## config.mk

```make
export PLATFORM = sky130hd
export DESIGN_NAME = intr_ctrl
export DESIGN_NICKNAME = d
export VERILOG_FILES = /design/src/rtl/intr_pkg.sv /design/src/rtl/intr_prio_enc.sv /design/src/rtl/intr_ctrl.sv
export SDC_FILE = /design/constraint.sdc
export NUM_CORES = 1
export LEC_CHECK = 0
export CAP_MARGIN = 20
export CORE_MARGIN = 2
export CORE_UTILIZATION = 39
export CTS_CLUSTER_DIAMETER = 150
export DETAILED_ROUTE_END_ITERATION = 7
export GPL_ROUTABILITY_DRIVEN = 0
export GPL_TIMING_DRIVEN = 0
export PLACE_DENSITY_LB_ADDON = 0.08
export SYNTH_ARGS = -nofsm -noshare
export SYNTH_HDL_FRONTEND = slang
export SYNTH_SLANG_ARGS = --single-unit
```

## constraint.sdc

```tcl
create_clock -name Clk -period 1.5 [get_ports Clk]
set_input_delay 0.3 -clock Clk [delete_from_list [all_inputs] [get_ports Clk]]
set_output_delay 0.3 -clock Clk [all_outputs]
set_load 0.02 [all_outputs]
```

## src/rtl/intr_pkg.sv

```systemverilog
// Shared constants and types for the interrupt/exception controller.
package intr_pkg;

  localparam logic [4:0] EXC_INT = 5'd0;
  localparam logic [4:0] EXC_SYS = 5'd8;
  localparam logic [4:0] EXC_OV  = 5'd12;

  localparam int IP_LSB  = 8;
  localparam int EXC_LSB = 2;

  typedef enum logic [1:0] {
    IDLE = 2'd0,
    REQ  = 2'd1,
    SERV = 2'd2
  } state_e;

  // Pack IP bits and exception code into the Cause register layout.
  function automatic logic [31:0] fmt_cause(input logic [7:0] ip, input logic [4:0] code);
    logic [31:0] c;
    c = '0;
    c[IP_LSB +: 8]  = ip;
    c[EXC_LSB +: 5] = code;
    return c;
  endfunction

endpackage

```

## src/rtl/intr_prio_enc.sv

```systemverilog
// Fixed-priority selector: overflow, then syscall, then lowest-index line.
module intr_prio_enc
  import intr_pkg::*;
#(
  parameter int NSRC = 8
) (
  input  logic            ov_f_i,
  input  logic            sys_f_i,
  input  logic [NSRC-1:0] pend_i,   // already masked by Status
  output logic            valid_o,
  output logic [4:0]      code_o,
  output logic [NSRC-1:0] gnt_o     // one-hot line grant, zero when an exception wins
);

  // Exceptions pre-empt lines; the downward scan leaves the lowest set bit.
  always_comb begin
    valid_o = ov_f_i | sys_f_i | (|pend_i);
    code_o  = EXC_INT;
    gnt_o   = '0;
    if (ov_f_i) begin
      code_o = EXC_OV;
    end else if (sys_f_i) begin
      code_o = EXC_SYS;
    end else begin
      for (int i = NSRC - 1; i >= 0; i--) begin
        if (pend_i[i]) begin
          gnt_o    = '0;
          gnt_o[i] = 1'b1;
        end
      end
    end
  end

endmodule

```

## src/rtl/intr_ctrl.sv

```systemverilog
// Interrupt/exception controller: edge capture, masking, priority and Intr/Inta handshake.
module intr_ctrl
  import intr_pkg::*;
#(
  parameter int NSRC = 8
) (
  input  logic            Clk,
  input  logic            Clrn,
  input  logic [NSRC-1:0] Irq,
  input  logic            Exc_ov,
  input  logic            Exc_sys,
  input  logic            Sta_ie,
  input  logic [NSRC-1:0] Sta_im,
  input  logic            Inta,
  input  logic            Eret,
  output logic            Intr,
  output logic [31:0]     Cause,
  output logic            Wcau,
  output logic            Busy
);

  state_e          state_q, state_d;
  logic [NSRC-1:0] irq_q, pend_q, pend_d;
  logic            ov_q, ov_d, sys_q, sys_d;
  logic            intr_q, busy_q, wcau_q;
  logic [31:0]     cause_q, cause_d;

  logic [NSRC-1:0] rise, masked, gnt, clr_pend;
  logic            valid, grant;
  logic [4:0]      code;
  logic [7:0]      ip;

  assign rise   = Irq & ~irq_q;
  assign masked = Sta_ie ? (pend_q & Sta_im) : '0;

  intr_prio_enc #(.NSRC(NSRC)) u_enc (
    .ov_f_i  (ov_q),
    .sys_f_i (sys_q),
    .pend_i  (masked),
    .valid_o (valid),
    .code_o  (code),
    .gnt_o   (gnt)
  );

  // Acknowledge always wins in REQ; a grant with no winner still enters service.
  assign grant    = (state_q == REQ) && Inta;
  assign clr_pend = grant ? gnt : '0;

  // Pending/flag update: clears from the grant, sets from new events; set wins.
  always_comb begin
    pend_d = (pend_q & ~clr_pend) | rise;
    ov_d   = (ov_q  & ~(grant && code == EXC_OV))  | Exc_ov;
    sys_d  = (sys_q & ~(grant && code == EXC_SYS)) | Exc_sys;
    ip     = '0;
    ip[NSRC-1:0] = pend_q | rise;
    cause_d = grant ? fmt_cause(ip, code) : cause_q;
  end

  // Handshake sequencing.
  always_comb begin
    state_d = state_q;
    case (state_q)
      IDLE:    if (valid) state_d = REQ;
      REQ:     if (Inta) state_d = SERV;
               else if (!valid) state_d = IDLE;
      SERV:    if (Eret) state_d = IDLE;
      default: state_d = IDLE;
    endcase
  end

  // State, capture and registered outputs.
  always_ff @(posedge Clk or negedge Clrn) begin
    if (!Clrn) begin
      state_q <= IDLE;
      irq_q   <= '0;
      pend_q  <= '0;
      ov_q    <= 1'b0;
      sys_q   <= 1'b0;
      intr_q  <= 1'b0;
      busy_q  <= 1'b0;
      wcau_q  <= 1'b0;
      cause_q <= '0;
    end else begin
      state_q <= state_d;
      irq_q   <= Irq;
      pend_q  <= pend_d;
      ov_q    <= ov_d;
      sys_q   <= sys_d;
      intr_q  <= (state_d == REQ);
      busy_q  <= (state_d == SERV);
      wcau_q  <= grant;
      cause_q <= cause_d;
    end
  end

  assign Intr  = intr_q;
  assign Busy  = busy_q;
  assign Wcau  = wcau_q;
  assign Cause = cause_q;

endmodule
```

==> impl_metrics.yaml <==
timing:
  slew_headroom_pct: 52.5
  worstMarginPinSlew_ns: 0.712
  grt_setup_unrepaired: "true"
  finalHoldViolCount: 0
  clock_skew_ns: 0.00453
  clock.fmax_ghz: 0.674
  post-route-period-util_pct: 99.0
  finalMaxSlewViolations: 0
  setup_viol: 0
  fin_crit_ns: 1.48
global_route:
  grt_max_degree: 34
  grtUsageMet1_pct: 16.7
  grt_pass1_vias: 1133
  grt_overflow: 0
  gr-usage-all-layers_pct: 15.3
  antenna_found_initial: 0
  grt_pass1_wl_mm: 4.87
  busiest_layer: "met2"
  grt.met3_usage_pct: 6.16
  use_met2_pct: 26.5
drt:
  drt_iter0_markers: 20
  wl_mm: 2.87
  antenna_left: 0
  vias: 1155
  drt_pre_antenna_iters: 4
  via_per_inst: 4.43
  drc_errors: 0
  wire_per_inst_um: 11.0
setup_path:
  r2r_start: "pend_q[0]"
  critPathLaunchType: "flop"
  worstSetupEndpointType: "flop"
  reg2regPathDepth: 4
  crit_buf_inv: 0
  r2r_end: "pend_q[7]"
  endpoint: "pend_q[7]"
  critical_path_arrival_ns: 1.64
  cp_slowest_cell: "a2111o_1"
  path_max_fanout: 5
  crit_required_ns: 1.65
  cp_top_family: "compound AO/OA/AOI/OAI gates"
  cp.depth: 4
  worstSetupStartpoint: "pend_q[0]"
  max_stage_delay_ns: 0.50
  rrSetupSlack_ns: 0.02
  critical_path_class: "reg2reg"
  path_cells: "a22o_1 > a2111o_1 > nor2_1 > a31oi_1"
floorplanning:
  core_um2: 3660
  ioPinCount: 58
  dieArea_um2: 4300
  die_h_um: 65.6
  rows: 22
  die_w_um: 65.6
  initial_core_util_pct: 40.4
clock_tree:
  cts_made_buffers: 5
  root_buffer: "clkbuf_8"
  clk_latency_ns: 0.28
  clkTransAtPathRegs_ns: 0.07
  cts_tree: "yes"
  cts_buffer_depth: 2
  htree_levels: 2
  cts.sinks: 33
place:
  io_buffers: 34
  dp_hpwl_mm: 2.10
  place_area_um2: 1950
final_layout:
  mostFrequentLayoutCells: "dfrtp_1 (33), buf_4 (25), conb_1 (22)"
  diodes: 0
  multi_input_area_um2: 520
  final_area_um2: 2080
  drive_gt1_share_pct: 21.6
  nets: 235
  regArea_um2: 826
  syn2layout_area_growth_pct: 40.9
  layout_commonest_cell: "dfrtp_1"
  nFillCells: 335
job:
  maxCapViolCount: 0
logic_synthesis:
  yosys_warnings: 0
  syn_area_per_cell_um2: 9.99
  synth-edff-count: 0
  ys_types: 30
  syn_area_um2: 1480
  synth-seq-area-share_pct: 55.8
  synthArstFlopShare_pct: 100
  syn_inst: 148
  synth_seq_cells: 33
  ys.flop_type: "dfrtp_1"
worst_hold_path:
  min_path_type: "in2async"
power:
  total_leakage_power_nw: 1.03
  power.density_nw_per_um2: 1370
  peakVddDrop_v: 0.000785
  total_power_mw: 2.86
run_status:
  run_status: "complete, no violations"
## timing repair
item | CTS | global route
buffers inserted | 1 | 2
gates cloned | 0 | 0
setup endpoints to repair | 32 | 17
pin swaps | 3 | 6
hold buffers | 0 | 0
resized for setup | 19 | 6
## state kept, by name (all words and copies together), names as in the netlist
register	cells
Busy	1
Intr	1
pend_q	8
state_q	2
sys_q	1
irq_q	8
Cause	10
ov_q	1
Wcau	1
## how the worst min path moves through the flow
| stage | to | slack (ns) |
|---|---|---|
| 2_1_floorplan | Busy | 0.004 |
| 3_3_place_gp | pend_q[2] | 0.42 |
| 3_5_place_dp | Cause[13] | 0.41 |
| 4_1_cts | Cause[13] | 0.1 |
| 5_1_grt | Cause[13] | 0.13 |
| 6_report | Cause[13] | 0.07 |
## metal layers
layer / vias up / wire [um]
met1: 534 / 1180
met5: - / 0
met2: 38 / 1420
met4: 0 / 40
met3: 6 / 238
li1: 577 / -
## through the flow
stage / setup TNS (ns) / hold WS, ns / instances / setup slack (ns) / util [%]
after floorplan: 0 / 0.00441 / 169 / 0.108 / -
after global placement: -23.49 / 0.418 / 251 / -0.490 / 53.5
after detailed placement: -7.74 / 0.408 / 251 / -0.410 / 53.3
after CTS: 0 / 0.0968 / 259 / 0.00619 / 56.2
after global routing: -0.143 / 0.127 / 261 / -0.0467 / 56.9
final: 0 / 0.0667 / 261 / 0.0154 / 56.9
## worst register-to-register path, stage by stage, from the launching register on
cell and delay [ns]:
dfrtp_1 0.39, a22o_1 0.23, a2111o_1 0.50, nor2_1 0.13, a31oi_1 0.10
## cell usage after synthesis (2+ instances only)
library cell	number	area, um2
a31oi_1	2	12.5
inv_1	12	45.0
buf_4	22	165
clkbuf_1	2	7.51
o21ai_0	10	50.1
a21oi_1	6	30.0
a21o_1	2	15.0
o21ai_1	8	40.0
a22o_1	2	17.5
nand2_1	19	71.3
mux2_2	2	22.5
nand3_1	3	15.0
nor2_1	5	18.8
a221oi_1	2	17.5
nor3_1	2	10.0
dfrtp_1	33	826
nor2b_1	3	18.8
## cell type report
class | count | share of cell area (%)
flip-flops and latches | 33 | 39.6
inverters | 12 | 2.16
repair buffers | 37 | 16.6
clock buffers | 7 | 4.62
multi-input cells | 98 | 25.0
plain buffers | 25 | 8.94
clock inverters | 1 | 0.240
well taps | 48 | 2.88
## kinds of logic (layout without fill, tap and decap cells)
| family | after synthesis | count (layout) | share of synthesized area [%] |
|---|---|---|---|
| buffers and inverters | 38 | 82 | 15.4 |
| flip-flops | 33 | 33 | 55.8 |
| AO/OA/AOI/OAI | 38 | 38 | 15.7 |
| AND/OR/NAND/NOR | 36 | 36 | 11.3 |
| other | 1 | 22 | 0.254 |
| multiplexers | 2 | 2 | 1.52 |
## report_power, final
part | switching (mW) | internal, mW | total [mW] | leakage [nW]
Sequential | 0.111 | 1.10 | 1.21 | 0.353
Combinational | 0.535 | 0.395 | 0.930 | 0.620
Clock | 0.308 | 0.414 | 0.722 | 0.0542
Total | 0.953 | 1.91 | 2.86 | 1.03
Power figures use the tool's default switching activity.
